File: config.mk
export PLATFORM = sky130hd
export DESIGN_NAME = lsu_arbiter
export DESIGN_NICKNAME = d
export VERILOG_FILES = /design/src/rtl/lsu_arbiter.sv
export SDC_FILE = /design/constraint.sdc
export NUM_CORES = 1
export LEC_CHECK = 0
export ABC_CLOCK_PERIOD_IN_PS = 1900
export BUFFER_PORTS_ARGS = -buffer_cell sky130_fd_sc_hd__buf_2
export CAP_MARGIN = 5
export CORE_UTILIZATION = 47
export CTS_CLUSTER_SIZE = 16
export DETAILED_ROUTE_END_ITERATION = 8
export PLACE_DENSITY = 0.87
export SYNTH_ARGS = -nofsm -noshare
export SYNTH_HDL_FRONTEND = slang
export SYNTH_SLANG_ARGS = --single-unit
File: constraint.sdc
create_clock -name clk_i -period 1.9 [get_ports clk_i]
set_input_delay 0.57 -clock clk_i [delete_from_list [all_inputs] [get_ports clk_i]]
set_output_delay 0.57 -clock clk_i [all_outputs]
set_load 0.005 [all_outputs]
File: src/rtl/lsu_arbiter.sv
// Round-robin arbiter sharing one load/store unit between the core and the debug port.
// One access in flight at a time; every output, memory side included, comes straight from a flop.
module lsu_arbiter #(
    parameter int ADDR_W     = 12,
    parameter int RD_LATENCY = 1
) (
    input  logic              clk_i,
    input  logic              rst_ni,
    input  logic              core_req_i,
    input  logic              core_we_i,
    input  logic [1:0]        core_size_i,
    input  logic [ADDR_W-1:0] core_addr_i,
    input  logic [31:0]       core_wdata_i,
    output logic              core_gnt_o,
    output logic              core_rsp_valid_o,
    output logic              core_rsp_err_o,
    output logic [31:0]       core_rdata_o,
    input  logic              dbg_req_i,
    input  logic              dbg_we_i,
    input  logic [1:0]        dbg_size_i,
    input  logic [ADDR_W-1:0] dbg_addr_i,
    input  logic [31:0]       dbg_wdata_i,
    output logic              dbg_gnt_o,
    output logic              dbg_rsp_valid_o,
    output logic              dbg_rsp_err_o,
    output logic [31:0]       dbg_rdata_o,
    output logic              mem_en_o,
    output logic              mem_we_o,
    output logic              mem_byte_o,
    output logic              mem_halfword_o,
    output logic [ADDR_W-1:0] mem_addr_o,
    output logic [31:0]       mem_wdata_o,
    input  logic [31:0]       mem_rdata_i,
    output logic              busy_o
);

    typedef enum logic [1:0] {IDLE, ISSUE, WAIT, RESP} state_e;

    localparam logic [1:0] CNT_INIT = 2'(RD_LATENCY - 1);

    state_e            state_q, state_d;
    logic              last_dbg_q, last_dbg_d;
    logic              owner_dbg_q, owner_dbg_d;
    logic              we_q, we_d;
    logic              err_q, err_d;
    logic [1:0]        cnt_q, cnt_d;
    logic              core_gnt_q, core_gnt_d, dbg_gnt_q, dbg_gnt_d;
    logic              core_vld_q, core_vld_d, dbg_vld_q, dbg_vld_d;
    logic              core_err_q, core_err_d, dbg_err_q, dbg_err_d;
    logic [31:0]       core_rdata_q, core_rdata_d, dbg_rdata_q, dbg_rdata_d;
    logic              mem_en_q, mem_en_d, mem_we_q, mem_we_d;
    logic              mem_byte_q, mem_byte_d, mem_hw_q, mem_hw_d;
    logic [ADDR_W-1:0] mem_addr_q, mem_addr_d;
    logic [31:0]       mem_wdata_q, mem_wdata_d;
    logic              busy_q, busy_d;

    logic              win_core, win_dbg, sel_we, mis, rsp_go;
    logic [1:0]        sel_size;
    logic [ADDR_W-1:0] sel_addr;
    logic [31:0]       sel_wdata;

    // On a tie the requester that did not win last time gets the slot.
    assign win_core  = core_req_i & (~dbg_req_i | last_dbg_q);
    assign win_dbg   = dbg_req_i & ~win_core;
    assign sel_we    = win_dbg ? dbg_we_i    : core_we_i;
    assign sel_size  = win_dbg ? dbg_size_i  : core_size_i;
    assign sel_addr  = win_dbg ? dbg_addr_i  : core_addr_i;
    assign sel_wdata = win_dbg ? dbg_wdata_i : core_wdata_i;
    assign mis       = ((sel_size == 2'b01) & sel_addr[0]) | (sel_size[1] & (|sel_addr[1:0]));

    always_comb begin
        state_d      = state_q;
        last_dbg_d   = last_dbg_q;
        owner_dbg_d  = owner_dbg_q;
        we_d         = we_q;
        err_d        = err_q;
        cnt_d        = cnt_q;
        core_gnt_d   = 1'b0;
        dbg_gnt_d    = 1'b0;
        core_vld_d   = 1'b0;
        dbg_vld_d    = 1'b0;
        core_err_d   = 1'b0;
        dbg_err_d    = 1'b0;
        core_rdata_d = core_rdata_q;
        dbg_rdata_d  = dbg_rdata_q;
        mem_en_d     = 1'b0;
        mem_we_d     = 1'b0;
        mem_byte_d   = 1'b0;
        mem_hw_d     = 1'b0;
        mem_addr_d   = '0;
        mem_wdata_d  = '0;
        rsp_go       = 1'b0;

        case (state_q)
            IDLE, RESP: begin
                if (win_core | win_dbg) begin
                    state_d     = ISSUE;
                    owner_dbg_d = win_dbg;
                    last_dbg_d  = win_dbg;
                    we_d        = sel_we;
                    err_d       = mis;
                    core_gnt_d  = win_core;
                    dbg_gnt_d   = win_dbg;
                    // Memory strobes are set up here so they appear registered in ISSUE.
                    if (!mis) begin
                        mem_en_d    = 1'b1;
                        mem_we_d    = sel_we;
                        mem_byte_d  = (sel_size == 2'b00);
                        mem_hw_d    = (sel_size == 2'b01);
                        mem_addr_d  = sel_addr;
                        mem_wdata_d = sel_wdata;
                    end
                end else begin
                    state_d = IDLE;
                end
            end
            ISSUE: begin
                if (err_q || we_q) begin
                    state_d = RESP;
                    rsp_go  = 1'b1;
                end else begin
                    state_d = WAIT;
                    cnt_d   = CNT_INIT;
                end
            end
            WAIT: begin
                if (cnt_q == 2'd0) begin
                    state_d = RESP;
                    rsp_go  = 1'b1;
                    if (owner_dbg_q) dbg_rdata_d  = mem_rdata_i;
                    else             core_rdata_d = mem_rdata_i;
                end else begin
                    cnt_d = cnt_q - 2'd1;
                end
            end
            default: state_d = IDLE;
        endcase

        if (rsp_go) begin
            core_vld_d = ~owner_dbg_q;
            dbg_vld_d  = owner_dbg_q;
            core_err_d = ~owner_dbg_q & err_q;
            dbg_err_d  = owner_dbg_q & err_q;
        end
        busy_d = (state_d != IDLE);
    end

    always_ff @(posedge clk_i or negedge rst_ni) begin
        if (!rst_ni) begin
            state_q      <= IDLE;
            last_dbg_q   <= 1'b1;
            owner_dbg_q  <= 1'b0;
            we_q         <= 1'b0;
            err_q        <= 1'b0;
            cnt_q        <= '0;
            core_gnt_q   <= 1'b0;
            dbg_gnt_q    <= 1'b0;
            core_vld_q   <= 1'b0;
            dbg_vld_q    <= 1'b0;
            core_err_q   <= 1'b0;
            dbg_err_q    <= 1'b0;
            core_rdata_q <= '0;
            dbg_rdata_q  <= '0;
            mem_en_q     <= 1'b0;
            mem_we_q     <= 1'b0;
            mem_byte_q   <= 1'b0;
            mem_hw_q     <= 1'b0;
            mem_addr_q   <= '0;
            mem_wdata_q  <= '0;
            busy_q       <= 1'b0;
        end else begin
            state_q      <= state_d;
            last_dbg_q   <= last_dbg_d;
            owner_dbg_q  <= owner_dbg_d;
            we_q         <= we_d;
            err_q        <= err_d;
            cnt_q        <= cnt_d;
            core_gnt_q   <= core_gnt_d;
            dbg_gnt_q    <= dbg_gnt_d;
            core_vld_q   <= core_vld_d;
            dbg_vld_q    <= dbg_vld_d;
            core_err_q   <= core_err_d;
            dbg_err_q    <= dbg_err_d;
            core_rdata_q <= core_rdata_d;
            dbg_rdata_q  <= dbg_rdata_d;
            mem_en_q     <= mem_en_d;
            mem_we_q     <= mem_we_d;
            mem_byte_q   <= mem_byte_d;
            mem_hw_q     <= mem_hw_d;
            mem_addr_q   <= mem_addr_d;
            mem_wdata_q  <= mem_wdata_d;
            busy_q       <= busy_d;
        end
    end

    assign core_gnt_o       = core_gnt_q;
    assign dbg_gnt_o        = dbg_gnt_q;
    assign core_rsp_valid_o = core_vld_q;
    assign dbg_rsp_valid_o  = dbg_vld_q;
    assign core_rsp_err_o   = core_err_q;
    assign dbg_rsp_err_o    = dbg_err_q;
    assign core_rdata_o     = core_rdata_q;
    assign dbg_rdata_o      = dbg_rdata_q;
    assign mem_en_o         = mem_en_q;
    assign mem_we_o         = mem_we_q;
    assign mem_byte_o       = mem_byte_q;
    assign mem_halfword_o   = mem_hw_q;
    assign mem_addr_o       = mem_addr_q;
    assign mem_wdata_o      = mem_wdata_q;
    assign busy_o           = busy_q;

endmodule

==> qor.csv, run 1 <==
stage;metric;value;unit
run_status;status;complete, no violations;
timing;slew_headroom;0.706;
clocking;insertion_delay;0.40;ns
cells_and_area;finalCoreUtilization;0.677;
logic_synthesis;yosys_warnings;0;
logic_synthesis;syn_area;5400;µm²
clocking;clkSinkCount;127;
timing;worst_pin_slew;0.436;ns
worst_setup_path;critPathCaptureType;flip-flop;
die;initial_core_util;0.490;
cells_and_area;finalNetCount;808;
clocking;post-cts-setup-buffers;0;
run;maxCapViolations;0;
pwr;p_per_area;1540;nW/µm²
logic_synthesis;synth_most_common_cell;sky130_fd_sc_hd__dfrtp_1;
logic_synthesis;ys_seq_area_frac;0.588;
routing;routed-via-count;4648;
cells_and_area;final-seq-area;3180;µm²
worst_setup_path;cp.required;2.18;ns
timing;final.min_clock_period;1.82;ns
routing;drc_violations_left;0;
clocking;clkTransAtPathRegs;0.05;ns
logic_synthesis;syn-instance-count;426;
timing;final_slew_viol_count;0;
placed_design;port_buffers;248;
cells_and_area;finalNonFillerCells;827;
routing;final_antenna_net_count;0;
die;fp-row-count;38;
clocking;tritoncts_clock_tree;done;
logic_synthesis;netlist_top_cells_count;sky130_fd_sc_hd__dfrtp_1, sky130_fd_sc_hd__nand4_1, sky130_fd_sc_hd__a21oi_1, sky130_fd_sc_hd__mux2_2, sky130_fd_sc_hd__mux2_4;
routing;post_detailed_route_via_to_cell_ratio;5.62;
logic_synthesis;synth_fp_nets;559;
pwr;worst_ir_drop_vdd;0.00105;V
timing;timing.final.crit_share;0.957;
placed_design;detailedPlacementHpwl;10.6;mm
routing;dr.pass1.iters;5;
timing;finalSetupTns;0;ns
clocking;cts_hold_repair.buffers;0;
worst_setup_path;timing_worst_setup_path_type;reg -> reg;
logic_synthesis;avgSynthCellArea;12.7;µm²
clocking;postCtsResizedCells;0;
cells_and_area;layout-drive-gt1-share;0.540;
clocking;cts.path.max_buffers;2;
cells_and_area;final.fill_count;784;
hold_path;min_path_type;in -> async;
logic_synthesis;ys_types;36;
global_route;grt_pass1_wl;22.6;mm
die;core;11000;µm²
timing;grt_setup_unrepaired;no;
pwr;switching_power;3.53;mW
timing;clock.fmax;550;MHz
global_route;maximum_number_of_pins_on_one_net_before_global_route_repair;41;
cells_and_area;num_antenna_cells;0;
die;die_area;11900;µm²
die;die_height;109;µm
clocking;cts.root.buffer_cell;sky130_fd_sc_hd__clkbuf_16;
pwr;power.share.combinational;0.359;
die;die-width;109;µm
timing;finalSetupViolations;0;
timing;final_count_of_hold_timing_violations;0;
cells_and_area;multi_input_comb_area;2010;µm²
logic_synthesis;postSynthRegisterBits;127;
clocking;h_tree_level_count;4;
global_route;grt_antenna_before_repair;0;
timing;final.setup_skew;0.00943;ns
global_route;grt.total_usage;0.253;
logic_synthesis;asyncSetResetFlopFracSynth;1.00;
pwr;switching_share;0.307;
placed_design;placer_s_final_routability_congestion_estimate;0.893;
routing;wl;14.8;mm
routing;drt-wirelength-per-cell;17.9;µm
global_route;first_global_vias;4452;
clocking;number_of_buffers_created_by_cts;17;
logic_synthesis;synth_enable_flop_cells;0;
worst_setup_path;critical_path_peak_fanout;32;
die;io_pins;249;
placed_design;post-place-cells;796;
logic_synthesis;synthTopCellsByArea;sky130_fd_sc_hd__dfrtp_1, sky130_fd_sc_hd__nand4_1, sky130_fd_sc_hd__mux2_4;
routing;detailed_router_s_first_iteration_violation_count;320;
pwr;power.sequential.fraction;0.375;
pwr;internal_power;7.96;mW
pwr;p_leak;3.81;nW
worst_setup_path;arrival;2.10;ns
global_route;grt.overflow.total;0;
pwr;p_clk_frac;0.266;
logic_synthesis;post-synth-top-area-fraction;0.584;
worst_setup_path;worstSetupStartpointType;flip-flop;
logic_synthesis;ys_dominant_reg_cell;sky130_fd_sc_hd__dfrtp_1;
logic_synthesis;synth_top_area_cell;sky130_fd_sc_hd__dfrtp_1;
cells_and_area;flow.area_growth_from_synthesis;38.1;%
metrics by stage:
| step | worst slack [ns] | total power [mW] | hold slack (ns) | area (µm²) |
|---|---|---|---|---|
| global route | 0.00526 | 12.2 | 0.100 | 7460 |
| global placement | 0.201 | 8.23 | 0.482 | 6890 |
| detailed placement | 0.113 | 8.47 | 0.487 | 6890 |
| floorplan | 0.266 | 6.71 | 0.274 | 5400 |
| CTS | 0.104 | 11.6 | 0.0805 | 7460 |
| finish | 0.0813 | 11.5 | 0.0820 | 7460 |
area by class of cell:
| class | instances | area share |
|---|---|---|
| clock buffers | 26 | 0.0696 |
| inverters | 6 | 0.00302 |
| multi-input cells | 253 | 0.269 |
| flip-flops and latches | 127 | 0.426 |
| repair buffers | 270 | 0.202 |
| well taps | 140 | 0.0235 |
| clock inverters | 5 | 0.00704 |
state kept, by name, indices dropped and copies added, names as in the netlist, 2 cells and up:
signal,count
mem_addr_o,12
mem_wdata_o,32
core_rdata_o,32
state_q,2
cnt_q,2
dbg_rdata_o,32
cell families after synthesis:
| logic type | after synthesis | synth area share |
|---|---|---|
| flip-flops | 127 | 0.588 |
| AND/OR/NAND/NOR | 116 | 0.126 |
| AO/OA/AOI/OAI | 70 | 0.0783 |
| multiplexers | 64 | 0.154 |
| buffers and inverters | 46 | 0.0459 |
| adder cells (fa/ha/maj) | 3 | 0.00695 |
routing by layer:
metal	vias to the layer above	track usage	wire [µm]
met5	-	0	0
met4	0	0.115	349
met3	33	0.0825	1440
met2	296	0.425	7340
met1	2227	0.293	5660
li1	2092	-	-
placed cells by master, fill, tap and decap left out, types with 4 or more instances in the layout:
cell / instances
sky130_fd_sc_hd__a211oi_1: 4
sky130_fd_sc_hd__a21oi_1: 48
sky130_fd_sc_hd__buf_12: 8
sky130_fd_sc_hd__buf_2: 247
sky130_fd_sc_hd__buf_4: 15
sky130_fd_sc_hd__clkbuf_16: 17
sky130_fd_sc_hd__clkbuf_8: 6
sky130_fd_sc_hd__dfrtp_1: 126
sky130_fd_sc_hd__inv_1: 6
sky130_fd_sc_hd__mux2_2: 34
sky130_fd_sc_hd__mux2_4: 30
sky130_fd_sc_hd__nand2_1: 10
sky130_fd_sc_hd__nand3_1: 5
sky130_fd_sc_hd__nand4_1: 86
sky130_fd_sc_hd__nor2_1: 7
power groups by stage:
stage	logic (mW)	clock network, mW	registers, mW
3_3_place_gp	3.96	0	4.27
5_1_grt	4.52	3.24	4.43
2_1_floorplan	2.34	0	4.37
6_report	4.13	3.06	4.31
4_1_cts	4.16	3.12	4.31
3_5_place_dp	4.13	0	4.34
worst paths after layout:
path                            startpoint              end  cells after the start  slack (ns)
max                               cnt_q[0]  core_rdata_o[1]                      6        0.08
min                                 rst_ni  mem_wdata_o[10]                      1        0.08
max reg2reg                       cnt_q[0]  core_rdata_o[1]                      6        0.08
max in group asynchronous           rst_ni  dbg_rdata_o[24]                      2        1.27
min in group clk_i         dbg_wdata_i[15]  mem_wdata_o[15]                      3        0.41
min reg2reg                dbg_rdata_o[26]  dbg_rdata_o[26]                      1        0.49
worst max-delay path: stages, from the launching register on:
cell,delay (ns)
sky130_fd_sc_hd__dfrtp_1,0.41
sky130_fd_sc_hd__inv_1,0.07
sky130_fd_sc_hd__ha_1,0.25
sky130_fd_sc_hd__nand2_1,0.10
sky130_fd_sc_hd__or2_2,0.31
sky130_fd_sc_hd__buf_12,0.20
sky130_fd_sc_hd__mux2_4,0.33
(Power assumes the default switching activity.)
==> run 2: changes to the inputs <==
--- a/config.mk
+++ b/config.mk
@@ -11,6 +11,8 @@
 export CORE_UTILIZATION = 47
 export CTS_CLUSTER_SIZE = 16
 export DETAILED_ROUTE_END_ITERATION = 8
+export GPL_ROUTABILITY_DRIVEN = 0
+export MAX_ROUTING_LAYER = met4
 export PLACE_DENSITY = 0.87
 export SYNTH_ARGS = -nofsm -noshare
 export SYNTH_HDL_FRONTEND = slang
==> qor.csv, run 2 (synthesized netlist as in run 1, its figures left out) <==
stage;metric;value;unit;change
run_status;status;complete, no violations;;unchanged
timing;final.min_clock_period;1.82;ns;about the same
placed_design;detailedPlacementHpwl;10.6;mm;unchanged
pwr;p_leak;3.81;nW;unchanged
cells_and_area;num_antenna_cells;0;;unchanged
worst_setup_path;arrival;2.10;ns;about the same
cells_and_area;layout-drive-gt1-share;0.540;;unchanged
pwr;power.sequential.fraction;0.375;;about the same
cells_and_area;leading_cell_type_in_the_layout_fill_and_taps_excluded;sky130_fd_sc_hd__buf_2;;unchanged
clocking;clkTransAtPathRegs;0.05;ns;about the same
routing;post_detailed_route_via_to_cell_ratio;5.64;;was 5.62
clocking;clkSinkCount;127;;unchanged
global_route;maximum_number_of_pins_on_one_net_before_global_route_repair;41;;unchanged
cells_and_area;final.fill_count;784;;unchanged
clocking;insertion_delay;0.41;ns;was 0.40 ns
pwr;worst_ir_drop_vdd;0.00105;V;about the same
global_route;grt_antenna_before_repair;0;;unchanged
routing;drt-wirelength-per-cell;18.0;µm;was 17.9 µm
cells_and_area;stdcell_area;7460;µm²;unchanged
global_route;grt_pass1_wl;22.6;mm;about the same
timing;timing.final.crit_share;0.957;;about the same
cells_and_area;flow.area_growth_from_synthesis;38.1;%;unchanged
clocking;number_of_buffers_created_by_cts;17;;unchanged
placed_design;area_of_placed_instances;6890;µm²;unchanged
timing;final.hold.worst_slack;0.0846;ns;was 0.0820 ns
routing;routed-via-count;4664;;was 4648
worst_setup_path;cp.required;2.19;ns;was 2.18 ns
global_route;grt.overflow.total;0;;unchanged
hold_path;min_path_type;in -> async;;unchanged
worst_setup_path;timing.rr.start;cnt_q[0];;unchanged
routing;dr.pass1.iters;5;;unchanged
pwr;p_per_area;1540;nW/µm²;about the same
worst_setup_path;timing_worst_setup_path_type;reg -> reg;;unchanged
pwr;switching_share;0.308;;was 0.307
die;die_height;109;µm;unchanged
timing;worst_pin_slew;0.436;ns;about the same
clocking;cts.root.buffer_cell;sky130_fd_sc_hd__clkbuf_16;;unchanged
global_route;grt.total_usage;0.260;;was 0.253
worst_setup_path;critPathCaptureType;flip-flop;;unchanged
run;maxCapViolations;0;;unchanged
cells_and_area;finalNonFillerCells;827;;unchanged
worst_setup_path;crit_start;cnt_q[0];;unchanged
routing;final_antenna_net_count;0;;unchanged
pwr;power;11.5;mW;about the same
die;io_pins;249;;unchanged
timing;slew_headroom;0.706;;about the same
global_route;first_global_vias;4456;;was 4452
timing;finalSetupViolations;0;;unchanged
clocking;post-cts-setup-buffers;0;;unchanged
pwr;p_clk_frac;0.266;;about the same
die;die_area;11900;µm²;unchanged
die;die-width;109;µm;unchanged
cells_and_area;finalCoreUtilization;0.677;;unchanged
timing;final_count_of_hold_timing_violations;0;;unchanged
routing;drc_violations_left;0;;unchanged
timing;layout_setup_ws;0.0826;ns;was 0.0813 ns
clocking;cts_hold_repair.buffers;0;;unchanged
timing;finalSetupTns;0;ns;unchanged
pwr;switching_power;3.54;mW;was 3.53 mW
cells_and_area;final-seq-area;3180;µm²;unchanged
die;initial_core_util;0.490;;unchanged
cells_and_area;commonest_cells_after_routing_fill_and_taps_aside;sky130_fd_sc_hd__buf_2, sky130_fd_sc_hd__dfrtp_1, sky130_fd_sc_hd__nand4_1;;unchanged
timing;grt_setup_unrepaired;no;;unchanged
clocking;h_tree_level_count;4;;unchanged
timing;final_slew_viol_count;0;;unchanged
placed_design;port_buffers;248;;unchanged
pwr;internal_power;7.96;mW;about the same
placed_design;post-place-cells;796;;unchanged
routing;detailed_router_s_first_iteration_violation_count;396;;was 320
die;core;11000;µm²;unchanged
worst_setup_path;critical_path_peak_fanout;32;;unchanged
timing;final.setup_skew;0.00918;ns;was 0.00943 ns
worst_setup_path;worstSetupStartpointType;flip-flop;;unchanged
cells_and_area;finalNetCount;808;;unchanged
placed_design;dp_slack;0.113;ns;unchanged
die;fp-row-count;38;;unchanged
clocking;tritoncts_clock_tree;done;;unchanged
clocking;cts.path.max_buffers;2;;unchanged
clocking;postCtsResizedCells;0;;unchanged
cells_and_area;multi_input_comb_area;2010;µm²;unchanged
pwr;power.share.combinational;0.359;;about the same
routing;wl;14.9;mm;was 14.8 mm
timing;clock.fmax;550;MHz;about the same
[run 2: cell counts in the layout (fill, tap and decap cells not counted)]
Identical to the previous run, type by type.
[run 2: final cells by class]
cell class                 instances  area share
clock buffer                      26      0.0696
clock inverter                     5     0.00704
inverter                           6     0.00302
multi-input combinational        253       0.269
sequential                       127       0.426
tap                              140      0.0235
timing repair buffer             270       0.202
[run 2: routing by layer]
layer,track usage,vias up,wire length [µm]
met5,-,-,0
met4,0.114,0,334
met3,0.0801,33,1510
met2,0.429,312,7360
met1,0.290,2228,5680
li1,-,2091,-
[run 2: path summary, 6_finish.rpt]
kind / end / slack, ns / cells past startpoint
min in group clk_i: mem_addr_o[2] / 0.41 / 3
min reg2reg: dbg_rdata_o[26] / 0.49 / 1
max in group asynchronous: dbg_rdata_o[24] / 1.27 / 2
max: core_rdata_o[1] / 0.08 / 6
min: mem_wdata_o[10] / 0.08 / 1
max reg2reg: core_rdata_o[1] / 0.08 / 6
[run 2: power groups by stage]
stage          sequential (mW)  combinational, mW  clock [mW]
2_1_floorplan             4.37               2.34           0
3_3_place_gp              4.27               3.96           0
3_5_place_dp              4.34               4.13           0
4_1_cts                   4.31               4.16        3.12
5_1_grt                   4.43               4.51        3.24
6_report                  4.31               4.13        3.06
[run 2: critical path: stages, from the launching register on]
cell                      delay (ns)
sky130_fd_sc_hd__dfrtp_1        0.41
sky130_fd_sc_hd__inv_1          0.07
sky130_fd_sc_hd__ha_1           0.25
sky130_fd_sc_hd__nand2_1        0.10
sky130_fd_sc_hd__or2_2          0.31
sky130_fd_sc_hd__buf_12         0.20
sky130_fd_sc_hd__mux2_4         0.33
==> run 3: changes to the inputs <==
--- a/config.mk
+++ b/config.mk
@@ -5,7 +5,7 @@
 export SDC_FILE = /design/constraint.sdc
 export NUM_CORES = 1
 export LEC_CHECK = 0
-export ABC_CLOCK_PERIOD_IN_PS = 1900
+export ABC_CLOCK_PERIOD_IN_PS = 1810
 export BUFFER_PORTS_ARGS = -buffer_cell sky130_fd_sc_hd__buf_2
 export CAP_MARGIN = 5
 export CORE_UTILIZATION = 47
==> constraint.sdc (replaced) <==
create_clock -name clk_i -period 1.81 [get_ports clk_i]
set_input_delay 0.543 -clock clk_i [delete_from_list [all_inputs] [get_ports clk_i]]
set_output_delay 0.543 -clock clk_i [all_outputs]
set_load 0.005 [all_outputs]
==> qor.csv, run 3 (synthesized netlist as in run 1, its figures left out) <==
stage;metric;value;unit;change
run_status;status;complete, no violations;;unchanged
clocking;insertion_delay;0.41;ns;about the same
worst_setup_path;timing_worst_setup_path_type;reg -> reg;;unchanged
cells_and_area;commonest_cells_after_routing_fill_and_taps_aside;sky130_fd_sc_hd__buf_2, sky130_fd_sc_hd__dfrtp_1, sky130_fd_sc_hd__nand4_1;;unchanged
routing;dr.pass1.iters;5;;unchanged
worst_setup_path;arrival;1.96;ns;was 2.10 ns
cells_and_area;finalNetCount;813;;was 808
pwr;worst_ir_drop_vdd;0.00121;V;was 0.00105 V
pwr;p_per_area;1640;nW/µm²;was 1540 nW/µm²
die;io_pins;249;;unchanged
die;core;11000;µm²;unchanged
die;die_height;109;µm;unchanged
clocking;cts.root.buffer_cell;sky130_fd_sc_hd__clkbuf_16;;unchanged
timing;slew_headroom;0.725;;was 0.706
cells_and_area;num_antenna_cells;0;;unchanged
placed_design;detailedPlacementHpwl;10.7;mm;was 10.6 mm
routing;post_detailed_route_via_to_cell_ratio;5.66;;was 5.64
routing;detailed_router_s_first_iteration_violation_count;409;;was 396
die;initial_core_util;0.490;;unchanged
clocking;tritoncts_clock_tree;done;;unchanged
routing;drc_violations_left;0;;unchanged
clocking;cts.path.max_buffers;2;;unchanged
worst_setup_path;timing.critical_path.slowest_cell_delay;0.39;ns;was 0.41 ns
global_route;maximum_number_of_pins_on_one_net_before_global_route_repair;47;;was 41
timing;worst_pin_slew;0.407;ns;was 0.436 ns
clocking;clkSinkCount;127;;unchanged
timing;grt_setup_unrepaired;no;;unchanged
timing;finalSetupViolations;0;;unchanged
cells_and_area;layout-drive-gt1-share;0.544;;was 0.540
clocking;number_of_buffers_created_by_cts;17;;unchanged
worst_setup_path;critical_path.cell_chain;inv_1, ha_1, nand2_1, or2_2, buf_12, mux2_4;;unchanged
timing;final.min_clock_period;1.67;ns;was 1.82 ns
worst_setup_path;cp.required;2.10;ns;was 2.19 ns
global_route;grt.total_usage;0.269;;was 0.260
pwr;p_leak;3.85;nW;was 3.81 nW
timing;finalSetupTns;0;ns;unchanged
timing;final_slew_viol_count;0;;unchanged
run;maxCapViolations;0;;unchanged
worst_setup_path;crit_slowest_cell;sky130_fd_sc_hd__dfrtp_1;;unchanged
placed_design;port_buffers;248;;unchanged
die;die_area;11900;µm²;unchanged
die;die-width;109;µm;unchanged
worst_setup_path;critical_path.n_buffers_inverters;2;;unchanged
worst_setup_path;critical_path_peak_fanout;32;;unchanged
timing;final.setup_skew;0.00732;ns;was 0.00918 ns
worst_setup_path;timing.critical_path.max_delay_family;flip-flops;;was simple AND/OR/NAND/NOR gates
worst_setup_path;worstSetupStartpointType;flip-flop;;unchanged
global_route;grt_antenna_before_repair;0;;unchanged
cells_and_area;leading_cell_type_in_the_layout_fill_and_taps_excluded;sky130_fd_sc_hd__buf_2;;unchanged
routing;drt-wirelength-per-cell;18.4;µm;was 18.0 µm
hold_path;min_path_type;in -> async;;unchanged
clocking;h_tree_level_count;4;;unchanged
cells_and_area;final.fill_count;770;;was 784
routing;final_antenna_net_count;0;;unchanged
timing;timing.final.crit_share;0.924;;was 0.957
routing;wl;15.4;mm;was 14.9 mm
timing;final_count_of_hold_timing_violations;0;;unchanged
worst_setup_path;critPathCaptureType;flip-flop;;unchanged
clocking;postCtsResizedCells;0;;unchanged
timing;clock.fmax;598;MHz;was 550 MHz
global_route;grt_pass1_wl;23.4;mm;was 22.6 mm
global_route;grt.overflow.total;0;;unchanged
routing;routed-via-count;4718;;was 4664
clocking;clkTransAtPathRegs;0.05;ns;about the same
clocking;post-cts-setup-buffers;0;;unchanged
global_route;first_global_vias;4662;;was 4456
die;fp-row-count;38;;unchanged
clocking;cts_hold_repair.buffers;0;;unchanged
cells_and_area;finalCoreUtilization;0.685;;was 0.677
cells_and_area;flow.area_growth_from_synthesis;39.8;%;was 38.1%
[run 3: cell types whose count changed in the layout (fill, tap and decap cells not counted)]
| cell | delta |
|---|---|
| sky130_fd_sc_hd__bufinv_16 | +2 |
| sky130_fd_sc_hd__clkinv_4 | +2 |
| sky130_fd_sc_hd__buf_12 | +1 |
| sky130_fd_sc_hd__clkbuf_8 | -3 |
| sky130_fd_sc_hd__clkinv_2 | -1 |
| sky130_fd_sc_hd__clkinvlp_4 | +1 |
| sky130_fd_sc_hd__buf_4 | +4 |
[run 3: area by class of cell]
class                           count  area [µm²]  area share
Tap cell                          140         175      0.0232
Clock buffer                       23         478      0.0633
Multi-Input combinational cell    253        2010       0.266
Clock inverter                      9         133      0.0176
Inverter                            6        22.5     0.00298
Sequential cell                   127        3180       0.421
Timing Repair Buffer              275        1560       0.206
[run 3: power by group]
part | total (mW) | internal, mW | switching, mW
clock | 3.47 | 2.27 | 1.20
combinational | 4.41 | 2.34 | 2.07
sequential | 4.53 | 3.97 | 0.565
[run 3: worst paths after layout]
path                                       start                to  slack (ns)  depth (start not counted)
max in group asynchronous                 rst_ni        last_dbg_q        1.24                          2
min in group clk_i              core_wdata_i[15]   mem_wdata_o[15]        0.38                          3
worst min-delay path                      rst_ni    mem_wdata_o[2]        0.01                          1
worst max-delay path                  state_q[0]  core_rdata_o[31]        0.14                          6
worst max register to register        state_q[0]  core_rdata_o[31]        0.14                          6
worst min register to register   dbg_rdata_o[25]   dbg_rdata_o[25]        0.50                          1
[run 3: metrics by stage]
| step | setup slack, ns | instances | instance area, µm² | total power, mW | hold slack (ns) |
|---|---|---|---|---|---|
| 2_1_floorplan | 0.176 | 426 | 5400 | 7.05 | 0.247 |
| 3_3_place_gp | 0.181 | 801 | 6940 | 8.70 | 0.443 |
| 3_5_place_dp | 0.117 | 801 | 6940 | 8.95 | 0.448 |
| 4_1_cts | 0.150 | 833 | 7550 | 12.5 | 0.00343 |
| 5_1_grt | 0.0648 | 833 | 7550 | 13.1 | 0.0121 |
| 6_report | 0.137 | 833 | 7550 | 12.4 | 0.0128 |
[run 3: routing by layer]
layer | GRT usage | routed length (µm) | share of wire | vias to the layer above
met5 | - | 0 | 0 | -
met4 | 0.124 | 351 | 0.023 | 0
met3 | 0.0777 | 1460 | 0.095 | 33
met2 | 0.443 | 7710 | 0.50 | 311
met1 | 0.301 | 5840 | 0.38 | 2269
li1 | - | - | - | 2105
